===== src/rtl/endscreen_pkg.sv =====
// endscreen_pkg: shared end-screen palette, widths and encoder state type
package endscreen_pkg;
    localparam int IDX_W   = 3;
    localparam int DIST_W  = 10;
    localparam int NUM_PAL = 8;
    localparam logic [11:0] PALETTE [NUM_PAL] = '{
        12'h000, 12'hE79, 12'h169, 12'h931,
        12'h8CD, 12'hEB8, 12'h510, 12'hB75
    };
    typedef enum logic [1:0] {IDLE, SEARCH, DONE} state_t;
endpackage


===== src/rtl/color_sq_dist.sv =====
// color_sq_dist: squared euclidean distance between two 4:4:4 RGB colours
module color_sq_dist
    import endscreen_pkg::*;
(
    input  logic [11:0]       i_a,
    input  logic [11:0]       i_b,
    output logic [DIST_W-1:0] o_dist
);
    logic [7:0] w_sq [3];

    for (genvar c = 0; c < 3; c++) begin : g_ch
        logic [3:0] w_x, w_y, w_d;
        assign w_x     = i_a[4*c +: 4];
        assign w_y     = i_b[4*c +: 4];
        assign w_d     = w_x > w_y ? w_x - w_y : w_y - w_x;
        assign w_sq[c] = {4'b0, w_d} * {4'b0, w_d};
    end

    assign o_dist = {2'b0, w_sq[0]} + {2'b0, w_sq[1]} + {2'b0, w_sq[2]};
endmodule


===== src/rtl/endscreen_palette_encoder.sv =====
// endscreen_palette_encoder: maps an RGB pixel to the nearest end-screen palette
// index, searching one entry per cycle behind valid/ready handshakes.
module endscreen_palette_encoder
    import endscreen_pkg::*;
#(
    parameter int NUM_ENTRIES = 8,
    parameter bit EARLY_EXIT  = 1
) (
    input  logic              Clk,
    input  logic              Reset_n,
    input  logic              in_valid,
    output logic              in_ready,
    input  logic [3:0]        red,
    input  logic [3:0]        green,
    input  logic [3:0]        blue,
    output logic              out_valid,
    input  logic              out_ready,
    output logic [IDX_W-1:0]  index,
    output logic [DIST_W-1:0] distance
);
    state_t              r_state, w_next;
    logic [11:0]         r_px;
    logic [IDX_W-1:0]    r_k, r_best_i, r_index, w_new_i;
    logic [DIST_W-1:0]   r_best_d, r_dist, w_d, w_new_d;
    logic                w_better, w_last;

    color_sq_dist u_dist (
        .i_a    (r_px),
        .i_b    (PALETTE[r_k]),
        .o_dist (w_d)
    );

    // strict compare keeps the lower index on ties
    assign w_better = w_d < r_best_d;
    assign w_new_i  = w_better ? r_k : r_best_i;
    assign w_new_d  = w_better ? w_d : r_best_d;
    assign w_last   = r_k == IDX_W'(NUM_ENTRIES - 1) || (EARLY_EXIT && w_d == '0);

    assign in_ready  = r_state == IDLE;
    assign out_valid = r_state == DONE;
    assign index     = r_index;
    assign distance  = r_dist;

    always_ff @(posedge Clk or negedge Reset_n) begin
        if (!Reset_n) r_state <= IDLE;
        else          r_state <= w_next;
    end

    always_comb begin
        w_next = r_state;
        if (r_state == IDLE && in_valid)   w_next = SEARCH;
        if (r_state == SEARCH && w_last)   w_next = DONE;
        if (r_state == DONE && out_ready)  w_next = IDLE;
    end

    always_ff @(posedge Clk or negedge Reset_n) begin
        if (!Reset_n) begin
            r_px     <= '0;
            r_k      <= '0;
            r_best_i <= '0;
            r_best_d <= '1;
            r_index  <= '0;
            r_dist   <= '0;
        end else begin
            if (r_state == IDLE && in_valid) begin
                r_px     <= {red, green, blue};
                r_k      <= '0;
                r_best_i <= '0;
                r_best_d <= '1;
            end
            if (r_state == SEARCH) begin
                r_k      <= r_k + 1'b1;
                r_best_i <= w_new_i;
                r_best_d <= w_new_d;
                if (w_last) begin
                    r_index <= w_new_i;
                    r_dist  <= w_new_d;
                end
            end
        end
    end
endmodule


===== config.mk =====
export PLATFORM = sky130hd
export DESIGN_NAME = endscreen_palette_encoder
export DESIGN_NICKNAME = d
export VERILOG_FILES = /design/src/rtl/endscreen_pkg.sv /design/src/rtl/color_sq_dist.sv /design/src/rtl/endscreen_palette_encoder.sv
export SDC_FILE = /design/constraint.sdc
export NUM_CORES = 1
export LEC_CHECK = 0
export ABC_CLOCK_PERIOD_IN_PS = 11950
export BUFFER_PORTS_ARGS = -buffer_cell sky130_fd_sc_hd__buf_4
export CAP_MARGIN = 20
export CORE_MARGIN = 3
export CORE_UTILIZATION = 50
export DETAILED_ROUTE_END_ITERATION = 8
export GPL_TIMING_DRIVEN = 0
export HOLD_SLACK_MARGIN = 0.05
export PLACE_DENSITY = 0.77
export SYNTH_ARGS = -nofsm -noshare
export SYNTH_HDL_FRONTEND = slang
export SYNTH_SLANG_ARGS = --single-unit

===== constraint.sdc =====
create_clock -name Clk -period 11.95 [get_ports Clk]
set_clock_uncertainty 0.05 [all_clocks]
set_input_delay 0.5975 -clock Clk [delete_from_list [all_inputs] [get_ports Clk]]
set_output_delay 0.5975 -clock Clk [all_outputs]
set_load 0.005 [all_outputs]

=== After elaboration in Yosys (flattened, before gate mapping) ===
Memories as Yosys holds them, arrays and structs flattened.
Cells that the tools add are included.

* $add $sub $neg: 9
* $mul: 3
* Order comparisons: 5
* Equality and inequality tests: 3
* Multiplexer cells: 15
* Bitwise operators: 1
* Reductions and logical operators: 9

{| class="wikitable"
|+ Operators by type and width
! operator !! count
|-
| $mux 10 || 3
|-
| $mul 4x4->8 || 3
|-
| $mux 12 || 2
|-
| $sub 4x4->4 || 6
|-
| $gt 4x4->1 || 3
|-
| $mux 3 || 4
|-
| $mux 4 || 3
|-
| $add 10x8->10 || 1
|-
| $logic_not 10->1 || 1
|-
| $lt 10x10->1 || 1
|-
| $add 8x8->9 || 1
|-
| $mux 2 || 3
|-
| $ge 4x4->1 const B || 1
|-
| $not 3->4 || 1
|-
| $add 3x1->3 const B || 1
|-
| $eq 3x3->1 const B || 1
|-
| $logic_and 1x1->1 || 3
|-
| $reduce_bool 3->1 || 1
|-
| $eq 2x1->1 const B || 1
|-
| $eq 2x2->1 const B || 1
|-
| $logic_not 2->1 || 1
|-
| $reduce_and 2->1 || 1
|-
| $reduce_bool 2->1 || 1
|-
| $logic_or 1x1->1 || 1
|}

* Bits in registers: 43
* Memory bits (read-only): 96
* Input bits: 16
* Output and inout port bits: 15
* Logic and storage cells: 53
* Memories kept: 1

{| class="wikitable"
|+ Memory list
! name !! depth !! bits a word !! rd ports !! clocked after memory_dff !! wr ports !! RTL line !! RTL
|-
| (name not given) || 8 || 12 || 1 || 0 || 0 || endscreen_palette_encoder.sv:29 || <nowiki>.i_b (PALETTE[r_k]),</nowiki>
|}

=== Longest topological paths before layout ===
Gate-level depths: netlist of run 1.

* Depth after elaboration: 14
* Mapped depth: 41
* Gate-level depth less buffers: 40

=== By module ===
From an unflattened synthesis of run 1, not the netlist that was laid out.

* Cell total of the unflattened synthesis: 515
* Area total of the unflattened synthesis: 4642.0 sq um

{| class="wikitable"
|+ Modules (own cells, without submodules)
! module !! times used !! cells an instance !! area each (sq um) !! seq. area each (sq um)
|-
| endscreen_palette_encoder || 1 || 244 || 2402.3 || 1088.5
|-
| color_sq_dist || 1 || 271 || 2239.6 || 0.0
|}

=== Least setup slack after synthesis of run 1 ===
Ideal clock, no wire load.

* Path type: register -> register
* Start: reg r_k[0]
* End: reg r_dist[2] (netlist: distance[2])
* Library setup time: 0.125 ns
* Arrival time: 8.718 ns
* Required time: 11.775 ns
* Setup slack: 3.057 ns
* Stages on the path, launching flop included: 40
* Buffers on the path: 1
* Clock period less this slack: 8.893 ns
* Cell sequence: dfrtp_1 > inv_1 > ha_1 > nand2_1 > a21boi_0 > ha_1 > ha_1 > nor2b_1 > o21ai_0 > a32oi_1 > mux2i_1 > xor2_1 > inv_1 > nand2_1 > fa_1 > fa_1 > inv_1 > fa_1 > [... 4 more ...] > inv_1 > fa_1 > xor2_1 > fa_1 > inv_1 > ha_1 > a21o_2 > a221o_1 > a21oi_1 > o21bai_1 > ha_1 > nand4_1 > a21oi_1 > o41ai_2 > o211ai_2 > buf_2 > mux2_2 > mux2_4

* Longest elaborated chain between the ends: 12
* Elaborated cells between the ends (all ways): 27
* Those cells by class: add/sub: 8; mul: 3; order compare: 4; eq/ne: 1; mux: 6; bitwise: 1; reduce/logical: 3; memory: 1

{| class="wikitable"
|+ Ends and longest elaborated chain
! what !! RTL line !! RTL
|-
| from (decl) || endscreen_palette_encoder.sv:23 || <nowiki>logic [IDX_W-1:0] r_k, r_best_i, r_index, w_new_i;</nowiki>
|-
| from (signal assigned) || endscreen_palette_encoder.sv:72 || <nowiki>r_k <= r_k + 1'b1;</nowiki>
|-
| branches (longest 12 deep; another with $mem_v2 8x12) || -- ||
|-
| to (signal assigned) || endscreen_palette_encoder.sv:77 || <nowiki>r_dist <= w_new_d;</nowiki>
|-
| to (decl) || endscreen_palette_encoder.sv:24 || <nowiki>logic [DIST_W-1:0] r_best_d, r_dist, w_d, w_new_d;</nowiki>
|}

Several ways; the timed one is not identified. The select of a mux whose other input is x is not followed.
A chain may end at the register's enable or synchronous reset.

=== Worst setup path after layout of run 1 ===
* Start: reg r_k[0]
* End: reg r_dist[5] (netlist: distance[5])

The elaborated chain is that of the path after synthesis.

==> metrics.txt, run 1 <==
largest net degree at the start of global routing=44; CP Capture Type=flip-flop; Seq/Total Area, Yosys=25.6%; Placer Congestion=between 0.8 and 0.9; main combinational cell family by area after synthesis=adder cells; Worst-Margin Slew=0.568 ns; Hold Slack=about 0.23 ns; slew margin rel.=62.1%; multiplexer area fraction after synthesis=10.7%; nets=575; Crit path top cell by count=inv_1; Final Hold Viols=0; RSZ-0062 raised after global routing=false; post-synthesis compound-gate area fraction=between 10 and 15%; H-tree Lvls=2; Setup TNS=0 ns; Cell Area, Synth=4260 um2; Netlist cell types=50; final WL=approximately 8500 um; post-synthesis async set-or-reset flop share=100%; share of cells above drive strength 1=19.0%; Core Rows=33; die area=9650 um2; number of global-route vias before repair=3347; Main synth FF type=dfrtp_1; gr ovfl total=0; CTS resizes=0; setup bufs post-CTS=0; Core ar.=between 8000 and 9000 um2; kind of start point of the critical path=flip-flop; Clock Sinks=43; width of the die=98.3 um; Buffers on Ports=30; Post-Synthesis Cells=436; CTS Buf Count=5; CTS root buffer=clkbuf_8; clock slew at reported path FFs=about 0.10 ns; Mapped Nets=538; I/O Pins=31; Yosys warning count=0; initial antenna violation count=0; Total Routing Usage GR=19.0%; cts hold-fix bufs=0; drt via density=5.34; via count=3093; Synth Register Bits=43; DP HPWL=6990 um; first-pass GRT wire length=15400 um; Largest stage delay, worst path=0.53 ns; Syn Area/Cell=9.76 um2; Clk Latency, worst-skew pair=0.31 ns; Starting Density=51.5%; min Tclk post-route=10.14 ns; Maximum Capacitance Violations=0; crit share post-route=between 80 and 90%; Area Overhead vs Synth=10.4%; status=complete, no violations; CP Max Fanout=10; EDFF count, synth=0; CTS tree=done; arrival time at the worst endpoint=~10 ns; Post-Synth XOR/XNOR Area=3.70%; die height=98.3 um; worst path required time=approximately 12 ns; DR iter-0 viols=97; Post-DRT Antenna Nets=0; fmax=0.0987 GHz; drt wl/cell=14.7 um; CP max stage cell=fa_1; adder-cell share of the synthesized area=between 20 and 30%; crit path kind=flip-flop to flip-flop; Fillers=734; final setup violating endpoints=0; Final Max Slew Viols=0; worst min-delay path category=input pin to asynchronous set/reset pin; drc violations=0; Clock Path Buffers=2; DR pass1 iterations=4; Ant. Diodes=0; simple-gate share of the synthesized area=8.32%
==> cells in the final DEF, fill, tap and decap left out, types with 7 or more instances in the layout <==
master / instances
mux2_4: 9
buf_4: 30
nand2_1: 25
mux2_2: 17
a21o_1: 9
nor2_1: 17
dfstp_2: 10
ha_1: 67
o21ai_0: 16
o22a_1: 10
xnor2_1: 10
a21oi_1: 20
inv_1: 85
nor2b_1: 7
fa_1: 19
mux2i_1: 13
xor2_1: 8
dfrtp_1: 33
==> area by class of cell <==
class,instances,area (um2),share of cell area (%)
clock buffers,6,72.6,1.54
clock inverters,2,13.8,0.293
plain buffers,8,47.5,1.01
flip-flops and latches,43,1090,23.2
well taps,105,131,2.80
multi-input cells,300,2800,59.6
inverters,85,319,6.79
repair buffers,30,225,4.79
==> kinds of logic (layout without fill, tap and decap cells) <==
family | Yosys count | in the layout
DFF | 43 | 43
xor gates and xnor gates | 18 | 18
AOI/OAI and AO/OA | 85 | 85
muxes | 39 | 39
adders and majority gates | 86 | 86
and+or+nand+nor | 72 | 72
buffers and inverters | 93 | 131
==> synthesized netlist by cell type, types with 4 or more instances <==
cell	number	area [um2]
mux2_4	9	135
xor2_1	8	70.1
nand2_1	25	93.8
xnor2_1	10	87.6
nor2_1	17	63.8
dfstp_2	10	263
o21a_1	5	37.5
clkbuf_1	4	15.0
fa_1	19	380
mux2i_1	13	130
mux2_2	17	191
o22a_1	10	87.6
dfrtp_1	33	826
ha_1	67	838
nand2b_1	4	25.0
a21o_1	9	67.6
o21ai_0	16	80.1
nor2b_1	7	43.8
a21oi_1	20	100
inv_1	85	319
==> sequential cells by signal (all words and copies together) (netlist names) <==
register,cells
r_px,12
distance,10
r_best_d,10
index,3
r_best_i,3
r_k,3
r_state,2
==> layer usage <==
| metal | GRT usage, % | share of wire [%] | up-vias |
|---|---|---|---|
| li1 | - | - | 1531 |
| met1 | 25.7 | 47 | 1516 |
| met5 | 0 | 0 | - |
| met3 | 1.71 | 2.6 | 8 |
| met4 | 4.41 | 1.2 | 0 |
| met2 | 33.1 | 50 | 38 |
==> through the flow <==
stage               utilization, %  instances  cell area (um2)  setup WS, ns
detailed placement            55.8        571             4610          1.94
global route                  56.9        579             4700          1.20
global placement              55.8        571             4610          2.20
finish                        56.9        579             4700          1.81
floorplan                        -        436             4260          3.06
CTS                           56.9        579             4700          1.87
==> final timing paths <==
check,startpoint,slack (ns),depth (start not counted),end
worst min-delay path,Reset_n,0.23,1,r_px[1]$_DFFE_PN0P_
min in group Clk,green[2],0.45,3,r_px[6]$_DFFE_PN0P_
max in group asynchronous,Reset_n,11.22,1,r_best_d[2]$_DFFE_PN1P_
worst min register to register,distance[3]$_DFFE_PN0P_,0.47,1,distance[3]$_DFFE_PN0P_
worst max register to register,r_k[0]$_DFFE_PN0P_,1.81,39,distance[5]$_DFFE_PN0P_
worst max-delay path,r_k[0]$_DFFE_PN0P_,1.81,39,distance[5]$_DFFE_PN0P_
==> critical path: cells and delay by family (launching register included) <==
family / cells / cell delay [ns]
simple gates: 4 / 0.49
compound gates: 10 / 2.02
mux: 3 / 0.95
buf+inv: 8 / 0.91
fa+ha+maj: 12 / 4.57
xor+xnor: 2 / 0.55
flops: 1 / 0.46
Power of run 1 is not shown: default switching activity piles up to over one toggle a cycle in this logic, so the estimate is an artifact.
==> run 2, diff against run 1 <==
Settings changed: ABC_CLOCK_PERIOD_IN_PS 11950 to 8610, PLACE_DENSITY 0.77 to 0.8.
Clock period 11.95 ns to 8.61 ns, I/O delays scaled along.
==> run 2 against run 1 <==
- the run now ends with negative setup slack left
- worst setup slack got worse by 2.0 ns
- die area did not move
- maximum frequency rose by 15%
- global-route usage rose by 3.5 points
- non-clock buffer count rose by 53
- critical path depth fell by 1
- cell area rose by 17%
- hold slack got worse by 0.19 ns
- cell count rose by 9.2%
- register-to-register slack got worse by 2.0 ns
==> metrics.txt, run 2 (synthesis gave the netlist of run 1 again) <==
status=complete, but fails checks; failing checks=negative setup slack; Starting Density=51.5%; fmax=0.113 GHz; number of global-route vias before repair=3733; crit share post-route=103%; die height=98.3 um; min Tclk post-route=between 8 and 9 ns; r2r setup slk=-0.23 ns; DR iter-0 viols=about 200; Worst Path Buf+Inv=9; Setup TNS=-3.20 ns; CP Max Fanout=7; R2R Path End=distance[7]$_DFFE_PN0P_; RSZ-0062 raised after global routing=true; Clk Latency, worst-skew pair=between 0.3 and 0.4 ns; first-pass GRT wire length=roughly 18000 um; flip-flop count of the largest register after layout=12; initial antenna violation count=0; area occupied by multi-input gates=3120 um2; CTS root buffer=clkbuf_8; CP max stage cell=fa_1; die area=9650 um2; cts hold-fix bufs=0; Crit path max-delay family=adder cells; via count=3507; I/O Pins=31; largest net degree at the start of global routing=44; nets=628; Buffers on Ports=30; most common cell after layout, fill and taps aside=buf_4; drt via density=5.55; crit path kind=flip-flop to flip-flop; Worst-Margin Slew=0.599 ns; share of cells above drive strength 1=37.0%; worst min-delay path category=input pin to asynchronous set/reset pin; DP HPWL=6800 um; Area Overhead vs Synth=29.1%; DR pass1 iterations=4; Post-DRT Antenna Nets=0; Final Hold Viols=0; gr ovfl total=0; drc violations=0; Hold Slack=0.0404 ns; setup ws final=-0.229 ns; final setup violating endpoints=25; clock slew at reported path FFs=0.11 ns; Core Rows=33; Fillers=around 590; kind of start point of the critical path=flip-flop; Core ar.=8260 um2; Biggest register=r_px; register area=1090 um2; Placer Congestion=0.907; Clock Sinks=43; Final Max Slew Viols=0; arrival time at the worst endpoint=8.98 ns; Total Routing Usage GR=between 20% and 30%; Largest stage delay, worst path=0.54 ns; Ant. Diodes=0; drt wl/cell=17.3 um; Maximum Capacitance Violations=0; final WL=between 10000 and 15000 um; worst r2r src=r_k[1]$_DFFE_PN0P_; CP Capture Type=flip-flop; width of the die=slightly below 100 um; slew margin rel.=58.9%; most frequent cells in the layout=buf_4, inv_1, ha_1; Clock Path Buffers=2; Crit path top cell by count=fa_1; CTS tree=done; R2R depth=38; worst path required time=8.75 ns; CTS Buf Count=5; H-tree Lvls=2
## run 2: changes by cell type in the layout (fill, tap and decap cells not counted), sizes merged
cell      before  now
inv           85   86
buf           34   88
clkinv         2    0
clkinvlp       0    1
bufinv         0    1
clkbuf        10    8
## run 2: worst max-delay path by stage
| stage | end | depth (start not counted) | start |
|---|---|---|---|
| after detailed placement | distance[2]$_DFFE_PN0P_ | 40 | r_k[0]$_DFFE_PN0P_ |
| after floorplan | distance[2]$_DFFE_PN0P_ | 39 | r_k[0]$_DFFE_PN0P_ |
| after global placement | distance[7]$_DFFE_PN0P_ | 40 | r_k[0]$_DFFE_PN0P_ |
| after global routing | distance[6]$_DFFE_PN0P_ | 40 | r_k[1]$_DFFE_PN0P_ |
| after CTS | distance[6]$_DFFE_PN0P_ | 40 | r_k[1]$_DFFE_PN0P_ |
| final | distance[7]$_DFFE_PN0P_ | 38 | r_k[1]$_DFFE_PN0P_ |
## run 2: stage by stage
stage,std cells,setup WS (ns),util (%),instance area (um2)
after global placement,571,-0.676,56.3,4650
after global routing,632,-0.541,66.5,5490
after detailed placement,571,-0.868,56.3,4650
after floorplan,436,0.0389,-,4290
after CTS,624,-0.0129,64.3,5310
final,632,-0.229,66.5,5490
## run 2: per-layer routing
layer / track usage (%) / routed length (um) / part of all wire, % / up-vias
met4: 7.04 / 314 / 2.9 / 0
met1: 26.6 / 4410 / 40 / 1722
li1: - / - / - / 1635
met5: 0 / 0 / 0 / -
met3: 3.43 / 464 / 4.2 / 37
met2: 41.6 / 5750 / 53 / 113
## run 2: cell type report
class	count	share of cell area (%)
clock buffer	5	1.25
inverter	85	5.90
tap	105	2.39
buffer	8	1.48
timing repair buffer	83	11.4
sequential	43	19.9
clock inverter	3	0.843
multi-input combinational	300	56.9
## run 2: timing repair
action,in CTS,in global routing
pin swaps,32,11
hold endpoints to repair,0,0
endpoints found under the setup margin,26,26
resized for setup,53,26
setup buffers,45,9
Power of run 2 is left out for the same reason.
